$ cat src/rtl/remote_rcv.sv
// NEC infrared remote-control receiver.
// Samples the demodulated IR line (idle high, active low) and measures every
// low/high phase in system-clock cycles. Lead, repeat, bit and stop phases
// are classified against timing windows. A 32-bit frame is shifted in LSB
// first. A decoded command is presented on data with a one-cycle data_en
// strobe. A repeat frame raises repeat_en for one cycle.
//
// Handshake: data_en and repeat_en are single-cycle, registered strobes with
// no back-pressure. data is updated only in the same cycle as data_en and is
// held until the next valid frame. The two strobes are mutually exclusive.
//
// state_dbg exposes the FSM state for checkers. IDLE is encoded as 0.
module remote_rcv #(
  parameter int CNT_W    = 19,
  // Divides every timing window. 1 gives the real 50 MHz NEC timing. Larger
  // values give scaled-down timing for simulation.
  parameter int TIME_DIV = 1
) (
  input  logic       sys_clk,
  input  logic       sys_rst_n,
  input  logic       remote_in,
  output logic       repeat_en,
  output logic       data_en,
  output logic [7:0] data,
  output logic [2:0] state_dbg
);

  typedef enum logic [2:0] {
    IDLE     = 3'd0,
    LEAD_L   = 3'd1,
    LEAD_H   = 3'd2,
    BIT_L    = 3'd3,
    BIT_H    = 3'd4,
    REP_STOP = 3'd5
  } state_t;

  // Timing windows in clock cycles (20 ns each at TIME_DIV = 1).
  localparam logic [CNT_W-1:0] LEAD_L_MIN = CNT_W'(400000 / TIME_DIV);
  localparam logic [CNT_W-1:0] LEAD_L_MAX = CNT_W'(500000 / TIME_DIV);
  localparam logic [CNT_W-1:0] HEAD_D_MIN = CNT_W'(200000 / TIME_DIV);
  localparam logic [CNT_W-1:0] HEAD_D_MAX = CNT_W'(250000 / TIME_DIV);
  localparam logic [CNT_W-1:0] HEAD_R_MIN = CNT_W'(100000 / TIME_DIV);
  localparam logic [CNT_W-1:0] HEAD_R_MAX = CNT_W'(125000 / TIME_DIV);
  localparam logic [CNT_W-1:0] BIT_L_MIN  = CNT_W'(20000 / TIME_DIV);
  localparam logic [CNT_W-1:0] BIT_L_MAX  = CNT_W'(35000 / TIME_DIV);
  localparam logic [CNT_W-1:0] ZERO_MIN   = CNT_W'(20000 / TIME_DIV);
  localparam logic [CNT_W-1:0] ZERO_MAX   = CNT_W'(35000 / TIME_DIV);
  localparam logic [CNT_W-1:0] ONE_MIN    = CNT_W'(70000 / TIME_DIV);
  localparam logic [CNT_W-1:0] ONE_MAX    = CNT_W'(95000 / TIME_DIV);

  state_t             state;
  state_t             state_nxt;
  logic               sync1;
  logic               sync2;
  logic               prev;
  logic               fall;
  logic               rise;
  logic [CNT_W-1:0]   cnt;
  logic [5:0]         bit_cnt;
  logic [31:0]        sh;
  logic [31:0]        sh_new;
  logic               win_zero;
  logic               win_one;
  logic               cmd_ok;
  logic               clr_frame;
  logic               shift_en;
  logic               data_pulse;
  logic               rep_pulse;

  function automatic logic in_win(input logic [CNT_W-1:0] w,
                                  input logic [CNT_W-1:0] lo,
                                  input logic [CNT_W-1:0] hi);
    return (w >= lo) && (w <= hi);
  endfunction

  assign state_dbg = state;

  // Two-flop synchronizer plus one delayed copy for edge detection; idles high.
  always_ff @(posedge sys_clk or negedge sys_rst_n) begin
    if (!sys_rst_n) begin
      sync1 <= 1'b1;
      sync2 <= 1'b1;
      prev  <= 1'b1;
    end else begin
      sync1 <= remote_in;
      sync2 <= sync1;
      prev  <= sync2;
    end
  end

  assign fall = prev & ~sync2;
  assign rise = ~prev & sync2;

  // Phase-width counter: restarts on every edge and saturates so that a long
  // idle line cannot wrap around into a window.
  always_ff @(posedge sys_clk or negedge sys_rst_n) begin
    if (!sys_rst_n) begin
      cnt <= '0;
    end else if (fall || rise) begin
      cnt <= '0;
    end else if (cnt != '1) begin
      cnt <= cnt + 1'b1;
    end
  end

  // Bit classification and the frame word as it would look after this shift.
  // On the 32nd bit, the command check must see the incoming bit.
  assign win_zero = in_win(cnt, ZERO_MIN, ZERO_MAX);
  assign win_one  = in_win(cnt, ONE_MIN, ONE_MAX);
  assign sh_new   = {win_one, sh[31:1]};
  assign cmd_ok   = (sh_new[23:16] == ~sh_new[31:24]);

  // FSM state register.
  always_ff @(posedge sys_clk or negedge sys_rst_n) begin
    if (!sys_rst_n) begin
      state <= IDLE;
    end else begin
      state <= state_nxt;
    end
  end

  // Next-state logic and datapath controls. Every non-idle state falls back to
  // IDLE once the phase outlasts the longest window that state can accept.
  always_comb begin
    state_nxt  = state;
    clr_frame  = 1'b0;
    shift_en   = 1'b0;
    data_pulse = 1'b0;
    rep_pulse  = 1'b0;
    case (state)
      IDLE: begin
        if (fall) state_nxt = LEAD_L;
      end
      LEAD_L: begin
        if (rise) begin
          state_nxt = in_win(cnt, LEAD_L_MIN, LEAD_L_MAX) ? LEAD_H : IDLE;
        end else if (cnt > LEAD_L_MAX) begin
          state_nxt = IDLE;
        end
      end
      LEAD_H: begin
        if (fall) begin
          if (in_win(cnt, HEAD_D_MIN, HEAD_D_MAX)) begin
            state_nxt = BIT_L;
            clr_frame = 1'b1;
          end else if (in_win(cnt, HEAD_R_MIN, HEAD_R_MAX)) begin
            state_nxt = REP_STOP;
          end else begin
            state_nxt = IDLE;
          end
        end else if (cnt > HEAD_D_MAX) begin
          state_nxt = IDLE;
        end
      end
      BIT_L: begin
        if (rise) begin
          state_nxt = in_win(cnt, BIT_L_MIN, BIT_L_MAX) ? BIT_H : IDLE;
        end else if (cnt > BIT_L_MAX) begin
          state_nxt = IDLE;
        end
      end
      BIT_H: begin
        if (fall) begin
          if (win_zero || win_one) begin
            shift_en = 1'b1;
            if (bit_cnt == 6'd31) begin
              // This fall opens the stop burst; the frame is complete.
              state_nxt  = IDLE;
              data_pulse = cmd_ok;
            end else begin
              state_nxt = BIT_L;
            end
          end else begin
            state_nxt = IDLE;
          end
        end else if (cnt > ONE_MAX) begin
          state_nxt = IDLE;
        end
      end
      REP_STOP: begin
        if (rise) begin
          rep_pulse = in_win(cnt, BIT_L_MIN, BIT_L_MAX);
          state_nxt = IDLE;
        end else if (cnt > BIT_L_MAX) begin
          state_nxt = IDLE;
        end
      end
      default: state_nxt = IDLE;
    endcase
  end

  // Frame shift register, bit count, held command byte and output strobes.
  always_ff @(posedge sys_clk or negedge sys_rst_n) begin
    if (!sys_rst_n) begin
      bit_cnt   <= '0;
      sh        <= '0;
      data      <= 8'h00;
      data_en   <= 1'b0;
      repeat_en <= 1'b0;
    end else begin
      data_en   <= data_pulse;
      repeat_en <= rep_pulse;
      if (clr_frame) begin
        bit_cnt <= '0;
        sh      <= '0;
      end else if (shift_en) begin
        bit_cnt <= bit_cnt + 1'b1;
        sh      <= sh_new;
      end
      if (data_pulse) begin
        data <= sh_new[23:16];
      end
    end
  end

endmodule

$ cat config.mk
export PLATFORM = sky130hd
export DESIGN_NAME = remote_rcv
export DESIGN_NICKNAME = d
export VERILOG_FILES = /design/src/rtl/remote_rcv.sv
export SDC_FILE = /design/constraint.sdc
export NUM_CORES = 1
export LEC_CHECK = 0
export CORE_MARGIN = 1.5
export CORE_UTILIZATION = 45
export CTS_BUF_LIST = sky130_fd_sc_hd__clkbuf_16
export CTS_CLUSTER_DIAMETER = 60
export DETAILED_ROUTE_END_ITERATION = 10
export GPL_ROUTABILITY_DRIVEN = 0
export PLACE_DENSITY_LB_ADDON = 0.3
export SLEW_MARGIN = 20
export SYNTH_ARGS = -nofsm -noshare
export SYNTH_HDL_FRONTEND = slang
export SYNTH_SLANG_ARGS = --single-unit
$ cat constraint.sdc
create_clock -name sys_clk -period 2.4 [get_ports sys_clk]
set_input_delay 0.6 -clock sys_clk [delete_from_list [all_inputs] [get_ports sys_clk]]
set_output_delay 0.6 -clock sys_clk [all_outputs]
set_load 0.01 [all_outputs]
==> results of run 1 <==
metrics by stage:
| stage | util | worst slack [ns] | instances |
|---|---|---|---|
| 5_1_grt | 0.554 | -0.0435 | 493 |
| 3_3_place_gp | 0.517 | 0.0909 | 477 |
| 6_report | 0.554 | 0.0459 | 493 |
| 2_1_floorplan | - | 0.161 | 359 |
| 3_5_place_dp | 0.517 | 0.0595 | 477 |
| 4_1_cts | 0.537 | 0.0477 | 485 |
where the power goes:
part	internal, uW	switching [uW]	total [uW]
logic	50.8	71.1	122
registers	958	18.4	977
clock network	392	350	742
worst max-delay path: cells and delay by family (launching register included):
family / cells / cell delay [ns]
compound gates: 3 / 0.66
simple gates: 3 / 1.20
flops: 1 / 0.44
timing repair:
action	4_1_cts	5_1_grt
gates resized for setup	0	8
setup buffers	0	7
setup endpoints to repair	0	17
cells by family (layout without fill, tap and decap cells):
group                      Yosys count  after routing
DFF                                 56             56
buffers and inverters               36             70
muxes                                9              9
AOI/OAI and AO/OA                   86             87
and+or+nand+nor                    145            145
xor gates and xnor gates            22             22
adders and majority gates            5              5
routing by layer:
layer / vias up / routed length [um] / track usage
met5: - / 0 / 0
met4: 0 / 165 / 0.0769
met3: 17 / 275 / 0.0462
met2: 62 / 4130 / 0.355
met1: 1407 / 3390 / 0.245
li1: 1378 / - / -
area by class of cell:
class	instances	area [um2]	area share
clock inverters	3	22.5	0.00564
inverters	9	33.8	0.00846
multi-input cells	268	1830	0.457
clock buffers	5	125	0.0313
flip-flops and latches	56	1410	0.352
repair buffers	53	455	0.114
well taps	99	124	0.0310
how the worst min path moves through the flow:
stage	depth (start not counted)	end	slack [ns]	start
2_1_floorplan	0	bit_cnt[0]$_DFFE_PN0P_	0.30	sys_rst_n
3_3_place_gp	0	sync2$_DFF_PN1_	0.35	sync1$_DFF_PN1_
3_5_place_dp	0	sync2$_DFF_PN1_	0.35	sync1$_DFF_PN1_
4_1_cts	2	sh[19]$_DFFE_PN0P_	0.32	sys_rst_n
5_1_grt	2	sh[19]$_DFFE_PN0P_	0.32	sys_rst_n
6_report	2	sh[21]$_DFFE_PN0P_	0.30	sys_rst_n
Yosys cell counts, drive strengths merged (11+ instances only):
library cell | count | share of area
o21ai | 24 | 0.037
dfrtp | 53 | 0.40
clkbuf | 20 | 0.023
xor2 | 11 | 0.029
and2 | 17 | 0.032
xnor2 | 11 | 0.029
nand3 | 25 | 0.038
nor3 | 12 | 0.018
nor2 | 13 | 0.015
nor4 | 11 | 0.021
a21oi | 19 | 0.030
nand2 | 24 | 0.027
sequential cells by signal (all words and copies together) (netlist names):
| name | count |
|---|---|
| repeat_en | 1 |
| bit_cnt | 6 |
| prev | 1 |
| data_en | 1 |
| sh | 15 |
| data | 8 |
| cnt | 19 |
| state_dbg | 3 |
| sync2 | 1 |
| sync1 | 1 |
==> results.py, run 1 <==
metrics = {
    "status": {
        "status": "completed",
    },
    "logic_synthesis": {
        "synth_area_um2": 3320,
        "synth_area_per_cell_um2": 9.26,
        "ys_ff_latch": 56,
        "synth_nets": 367,
        "synth_seq_area_share": 0.423,
        "syn_inst": 359,
        "async_flop_share": 1.00,
        "synth-adder-area-share": 0.0188,
        "synth.distinct_cells": 60,
        "synth-compound-area-share": 0.182,
        "synthSimpleGateAreaFrac": 0.246,
        "synth_ff_type": "dfrtp_1",
        "synth_xor_area_frac": 0.0580,
        "synth_mux_area_frac": 0.0297,
        "synth_top_family_by_area": "simple AND/OR/NAND/NOR gates",
        "synth_edf_count": 0,
        "yosysWarnings": 0,
    },
    "global_routing": {
        "grt_pass1_wl_um": 12500,
        "grtUsageTotal": 0.204,
        "grt_pass1_vias": 2616,
        "overflow": 0,
        "grt_max_degree": 57,
        "antenna_found_initial": 0,
    },
    "clock_network": {
        "cts.clk_slew.worst_paths_ns": 0.07,
        "root_buffer": "clkbuf_16",
        "tritoncts": "done",
        "numCtsBuffers": 5,
        "ctsHtreeMaxLevel": 2,
        "cts.sinks": 56,
        "clk_path_buf_depth": 2,
        "postCtsHoldBufs": 0,
        "clock_latency_ns": 0.29,
    },
    "worst_setup_path": {
        "r2r_end": "bit_cnt[2]$_DFFE_PN0P_",
        "cp_data_required_time_ns": 2.63,
        "rrSetupSlack_ns": 0.05,
        "arrival_ns": 2.58,
        "start_kind": "register",
        "cp-startpoint": "cnt[7]$_DFFE_PN0P_",
        "cpMaxStageDelayCell": "or4_1",
        "slowest_delay_ns": 0.56,
        "setup.worst_path.end": "bit_cnt[2]$_DFFE_PN0P_",
        "criticalPathCategory": "register to register",
        "endpoint_kind": "register",
        "critical_path.cell_chain": "or4_1, and3_4, a211oi_4, o21ba_4, or4_4, a21oi_2",
        "crit_fanout": 8,
        "regToRegStartpoint": "cnt[7]$_DFFE_PN0P_",
        "ff2ff_path_depth": 6,
    },
    "power": {
        "report.power.total_uw": 1840,
        "leakagePower_uw": 0.00178,
        "ir_drop_mv": 0.244,
        "pwr_density_cell_nw_per_um2": 461,
    },
    "timing": {
        "final.min_clock_period_ns": 2.35,
        "clock_skew_ns": 0.00470,
        "setup_tns_ns": 0,
        "drv_slew": 0,
        "worstMarginPinSlew_ns": 0.485,
        "hold_viol_final": 0,
        "hold_slack_ns": 0.301,
        "finalCritPeriodShare": 0.981,
        "fmax_mhz": 425,
        "final-setup-viol-count": 0,
        "relSlewSlack": 0.677,
    },
    "drt": {
        "first_pass_iters": 4,
        "drc": 0,
        "drtAntennaViolNets": 0,
        "drtIter0Drc": 123,
        "wl_per_cell_um": 16.2,
        "vias": 2864,
        "routed_wl_um": 7970,
        "drt-vias-per-instance": 5.81,
    },
    "placed_design": {
        "dp_hpwl_um": 5480,
        "io_buffers": 15,
        "placed_cell_area_um2": 3730,
    },
    "cells_and_area": {
        "fillers": 657,
        "drive_gt1_frac": 0.188,
        "antenna_cells": 0,
        "nets": 401,
        "syn2layout_area_growth_pct": 20.1,
        "layout_commonest_cell": "dfrtp_1",
        "layout_common_cells": "dfrtp_1, buf_4, nand3_1",
        "final_area_um2": 3990,
    },
    "run": {
        "cap_violations": 0,
    },
    "die": {
        "fp-row-count": 31,
        "initial_core_util": 0.461,
        "dieArea_um2": 7910,
        "design.core.area_um2": 7210,
        "boundaryPins": 16,
        "dieWidth_um": 89.0,
        "die_y_um": 89.0,
    },
    "min_path": {
        "hp-class": "input pin to asynchronous set/reset pin",
    },
}
(Power assumes the default switching activity.)
==> run 2, diff against run 1 <==
Settings changed: PLACE_DENSITY_LB_ADDON 0.3 to 0.2, SLEW_MARGIN 20 to default.
==> run 2 against run 1 <==
  * Hold slack got worse by 0.047 ns
  * Maximum frequency increased by 2.6%
  * Total power rose by 1.2%
  * Count of clock-buffer cells in the layout did not move
  * Wire length is 4.2% lower
  * Non-clock buffer count fell by 2
  * Die area unchanged
  * Register-to-register slack improved by 0.06 ns
  * Combinational power is essentially flat
  * First-iteration DRC count fell by 26%
  * Critical endpoint unchanged
  * Largest cell class unchanged
==> results.py, run 2 (synthesis gave the netlist of run 1 again) <==
metrics = {
    "die": {
        "boundaryPins": 16,
        "dieArea_um2": 7910,
        "fp-row-count": 31,
        "dieWidth_um": 89.0,
        "die_y_um": 89.0,
        "initial_core_util": 0.461,
        "design.core.area_um2": 7210,
    },
    "cells_and_area": {
        "nets": 398,
        "syn2layout_area_growth_pct": 19.4,
        "finalNonFillerCells": 490,
        "reg_top3": "cnt x19, sh x15, data x8",
        "layout_commonest_cell": "dfrtp_1",
        "final_util": 0.550,
        "antenna_cells": 0,
        "largest_register_ffs": 19,
        "drive_gt1_frac": 0.184,
        "regMostFlops": "cnt",
        "layout_common_cells": "dfrtp_1, buf_4, nand3_1",
    },
    "timing": {
        "relSlewSlack": 0.649,
        "finalCritPeriodShare": 0.956,
        "worstMarginPinSlew_ns": 0.525,
        "clock_skew_ns": 0.00519,
        "hold_viol_final": 0,
        "fin_ws_ns": 0.105,
        "final.min_clock_period_ns": 2.30,
        "final-setup-viol-count": 0,
        "fmax_mhz": 436,
        "rsz0062_at_grt": "yes",
        "drv_slew": 0,
    },
    "power": {
        "pwr_density_cell_nw_per_um2": 469,
        "p_clk_frac": 0.410,
        "power_frac_comb": 0.065,
        "ir_drop_mv": 0.240,
        "leakagePower_uw": 0.00177,
        "internal-power_uw": 1410,
        "swShare": 0.244,
        "seqPwrFrac": 0.525,
        "report.power.total_uw": 1860,
        "power_switching_uw": 454,
    },
    "worst_setup_path": {
        "crit_top_cell": "or4_4",
        "critical_path.cell_chain": "or4_4, and3_4, a211oi_4, o21ba_4, or4_4, a21oi_2",
        "ff2ff_path_depth": 6,
        "arrival_ns": 2.53,
        "cpMaxStageDelayCell": "or4_4",
        "criticalPathCategory": "register to register",
        "cp-startpoint": "cnt[7]$_DFFE_PN0P_",
        "crit_fanout": 11,
        "start_kind": "register",
        "rrSetupSlack_ns": 0.10,
        "r2r_end": "bit_cnt[2]$_DFFE_PN0P_",
        "cp_data_required_time_ns": 2.63,
        "setup.worst_path.end": "bit_cnt[2]$_DFFE_PN0P_",
        "endpoint_kind": "register",
        "regToRegStartpoint": "cnt[7]$_DFFE_PN0P_",
        "slowest_delay_ns": 0.54,
    },
    "clock_network": {
        "ctsHtreeMaxLevel": 2,
        "cts.clk_slew.worst_paths_ns": 0.08,
        "clock_latency_ns": 0.30,
        "cts.sinks": 56,
        "numCtsBuffers": 5,
        "root_buffer": "clkbuf_16",
        "tritoncts": "done",
        "clk_path_buf_depth": 2,
    },
    "placed_design": {
        "dp_cells": 481,
        "dp_hpwl_um": 5430,
        "io_buffers": 15,
        "pre_cts_slack_ns": 0.0285,
    },
    "global_routing": {
        "grt_pass1_vias": 2834,
        "grt_max_degree": 31,
        "grt_pass1_wl_um": 12900,
        "grtUsageTotal": 0.206,
        "antenna_found_initial": 0,
        "overflow": 0,
    },
    "drt": {
        "drc": 0,
        "first_pass_iters": 4,
        "routed_wl_um": 7630,
        "drtAntennaViolNets": 0,
        "drt-vias-per-instance": 5.79,
        "wl_per_cell_um": 15.6,
        "drtIter0Drc": 91,
        "vias": 2837,
    },
    "status": {
        "status": "completed",
    },
    "min_path": {
        "hp-class": "input pin to asynchronous set/reset pin",
    },
    "run": {
        "cap_violations": 0,
    },
}
[run 2: per-stage QoR]
step / area (um2) / hold WS, ns / TNS (ns)
floorplan: 3320 / 0.304 / 0
global placement: 3780 / 0.345 / 0
detailed placement: 3780 / 0.349 / 0
CTS: 3940 / 0.276 / 0
global route: 3970 / 0.301 / -0.0111
finish: 3970 / 0.254 / 0
[run 2: timing repair]
action | 4_1_cts | 5_1_grt
endpoints found under the setup margin | 0 | 25
resized for setup | 0 | 6
hold buffers | 0 | 0
buffers inserted | 0 | 1
[run 2: layout make-up]
| type | instances | area, um2 |
|---|---|---|
| Fill cell | 692 | 3250 |
| Multi-Input combinational cell | 267 | 1800 |
| Sequential cell | 56 | 1410 |
| Timing Repair Buffer | 51 | 453 |
| Clock buffer | 5 | 125 |
| Tap cell | 99 | 124 |
| Inverter | 9 | 33.8 |
| Clock inverter | 3 | 27.5 |
[run 2: worst min path at each step]
stage                    start  cells after the start  slack [ns]                     end
3_3_place_gp   sync1$_DFF_PN1_                      0        0.35         sync2$_DFF_PN1_
3_5_place_dp   sync1$_DFF_PN1_                      0        0.35         sync2$_DFF_PN1_
2_1_floorplan        sys_rst_n                      0        0.30  bit_cnt[0]$_DFFE_PN0P_
5_1_grt              sys_rst_n                      1        0.30  bit_cnt[1]$_DFFE_PN0P_
6_report             sys_rst_n                      1        0.25  bit_cnt[0]$_DFFE_PN0P_
4_1_cts              sys_rst_n                      1        0.28  bit_cnt[1]$_DFFE_PN0P_
[run 2: power by group through the flow]
stage               registers, uW  clock network (uW)  logic (uW)
finish                        978                 763         121
global route                  980                 811         139
CTS                           978                 786         123
detailed placement            996                   0         122
global placement              996                   0         120
floorplan                     991                   0        62.5
[run 2: critical path: cells and delay by family (launching register included)]
kind             cells  cell delay, ns
AO/OA/AOI/OAI        3            0.63
AND/OR/NAND/NOR      3            1.17
flip-flops           1            0.43
[run 2: metal layers]
layer / GRT usage / wire length (um)
met1: 0.247 / 3230
met2: 0.372 / 3970
met3: 0.0379 / 280
met4: 0.0713 / 147
met5: 0 / 0
==> run 3, diff against run 2 <==
Settings changed: PLACE_DENSITY_LB_ADDON 0.2 to default.
==> run 3 against run 2 <==
  * Cell area rose by 1.0%
  * Critical endpoint unchanged
  * Clock power fell by 4.5%
  * Highest routed layer unchanged
  * Critical path type unchanged
  * Critical path depth stayed put
  * Sequential power about the same
  * Utilization is 0.57 points higher
==> results.py, run 3 (synthesis gave the netlist of run 1 again) <==
metrics = {
    "worst_setup_path": {
        "critPathTopFamily": "simple AND/OR/NAND/NOR gates",
        "ff2ff_path_depth": 6,
        "start_kind": "register",
        "regToRegStartpoint": "cnt[7]$_DFFE_PN0P_",
        "rrSetupSlack_ns": 0.11,
        "crit_fanout": 10,
        "cpMaxStageDelayCell": "or4_4",
        "slowest_delay_ns": 0.54,
        "setup.worst_path.end": "bit_cnt[2]$_DFFE_PN0P_",
        "endpoint_kind": "register",
        "cp_data_required_time_ns": 2.63,
        "cp-startpoint": "cnt[7]$_DFFE_PN0P_",
        "criticalPathCategory": "register to register",
        "critical_path.cell_chain": "or4_4, and3_4, a211oi_4, o21ba_4, or4_4, a21oi_2",
        "arrival_ns": 2.52,
        "worst-path-buf-inv": 0,
        "crit_top_cell": "or4_4",
        "r2r_end": "bit_cnt[2]$_DFFE_PN0P_",
        "critical_path_depth": 6,
    },
    "timing": {
        "clock_skew_ns": 0.00816,
        "worstMarginPinSlew_ns": 0.532,
        "finalCritPeriodShare": 0.954,
        "hold_viol_final": 0,
        "drv_slew": 0,
        "final-setup-viol-count": 0,
        "fmax_mhz": 437,
        "relSlewSlack": 0.645,
        "final.min_clock_period_ns": 2.29,
    },
    "die": {
        "design.core.area_um2": 7210,
        "dieArea_um2": 7910,
        "die_y_um": 89.0,
        "dieWidth_um": 89.0,
        "initial_core_util": 0.461,
        "boundaryPins": 16,
        "fp-row-count": 31,
    },
    "global_routing": {
        "use_met1": 0.253,
        "grtUsageTotal": 0.204,
        "antenna_found_initial": 0,
        "grt_pass1_wl_um": 12500,
        "grt_pass1_vias": 2608,
        "grtUsageMet2": 0.368,
        "overflow": 0,
        "grtUsageMet3": 0.0360,
        "top_usage_layer": "met2",
        "grt_max_degree": 29,
    },
    "power": {
        "pwr_density_cell_nw_per_um2": 455,
        "leakagePower_uw": 0.00180,
        "ir_drop_mv": 0.247,
    },
    "placed_design": {
        "placed_cell_area_um2": 3830,
        "dp_hpwl_um": 5620,
        "io_buffers": 15,
    },
    "drt": {
        "drc": 0,
        "first_pass_iters": 4,
        "drtIter0Drc": 128,
        "vias": 2807,
        "wl_per_cell_um": 15.1,
        "drt-vias-per-instance": 5.67,
        "drtAntennaViolNets": 0,
        "routed_wl_um": 7480,
    },
    "clock_network": {
        "clock_latency_ns": 0.29,
        "clk_path_buf_depth": 2,
        "cts.clk_slew.worst_paths_ns": 0.07,
        "cts.sinks": 56,
        "tritoncts": "done",
        "root_buffer": "clkbuf_16",
        "ctsHtreeMaxLevel": 2,
        "postCtsHoldBufs": 0,
        "numCtsBuffers": 5,
    },
    "cells_and_area": {
        "layout_commonest_cell": "dfrtp_1",
        "final_util": 0.556,
        "syn2layout_area_growth_pct": 20.6,
        "drive_gt1_frac": 0.192,
        "largest_register_ffs": 19,
        "layout_common_cells": "dfrtp_1, buf_4, nand3_1",
        "nets": 403,
        "final_area_um2": 4010,
        "antenna_cells": 0,
        "fillers": 698,
        "regMostFlops": "cnt",
        "reg_top3": "cnt x19, sh x15, data x8",
    },
    "min_path": {
        "hp-class": "input pin to asynchronous set/reset pin",
    },
    "status": {
        "status": "completed",
    },
    "run": {
        "cap_violations": 0,
    },
}
[run 3: changes by cell type in the layout (fill, tap and decap cells not counted), sizes merged]
cell | before | now
buf | 37 | 42
[run 3: worst min-delay path by stage]
stage,start,end,slack [ns],cells past startpoint
6_report,sys_rst_n,sh[26]$_DFFE_PN0P_,0.21,1
4_1_cts,sys_rst_n,sh[26]$_DFFE_PN0P_,0.22,1
5_1_grt,sys_rst_n,sh[26]$_DFFE_PN0P_,0.22,1
3_5_place_dp,sync1$_DFF_PN1_,sync2$_DFF_PN1_,0.35,0
2_1_floorplan,sys_rst_n,bit_cnt[0]$_DFFE_PN0P_,0.30,0
3_3_place_gp,sync1$_DFF_PN1_,sync2$_DFF_PN1_,0.35,0
[run 3: per-layer routing]
metal	part of all wire	up-vias	routed length, um
li1	-	1388	-
met1	0.43	1367	3250
met2	0.53	46	3990
met3	0.022	6	166
met4	0.0094	0	70
met5	0	-	0
[run 3: per-stage QoR]
stage               power, uW  TNS [ns]  std cells  hold slack [ns]  worst slack, ns
finish                   1830         0        495            0.207            0.112
floorplan                1050         0        359            0.304            0.161
detailed placement       1120         0        486            0.351           0.0479
global route             1910   -0.0155        495            0.221         -0.00794
global placement         1120         0        486            0.346           0.0868
CTS                      1850         0        494            0.217           0.0466
[run 3: layout make-up]
type,count,area [um2],area share
multi-input combinational,267,1800,0.448
timing repair buffer,56,503,0.125
clock buffer,5,125,0.0312
inverter,9,33.8,0.00842
tap,99,124,0.0309
sequential,56,1410,0.350
clock inverter,3,21.3,0.00530
[run 3: where the power goes]
group	internal, uW	leakage, uW	switching, uW
logic	51.8	0.000959	67.5
clock network	389	0.0000702	339
registers	958	0.000767	19.4
total	1400	0.00180	426
[run 3: repair_timing]
action / CTS / global route
resized for setup: 0 / 5
buffers inserted: 0 / 1
setup endpoints to repair: 0 / 18
[run 3: worst reg2reg max path, stage by stage (launching register included)]
cell	delay, ns
dfrtp_1	0.42
or4_4	0.54
and3_4	0.21
a211oi_4	0.27
o21ba_4	0.23
or4_4	0.42
a21oi_2	0.13
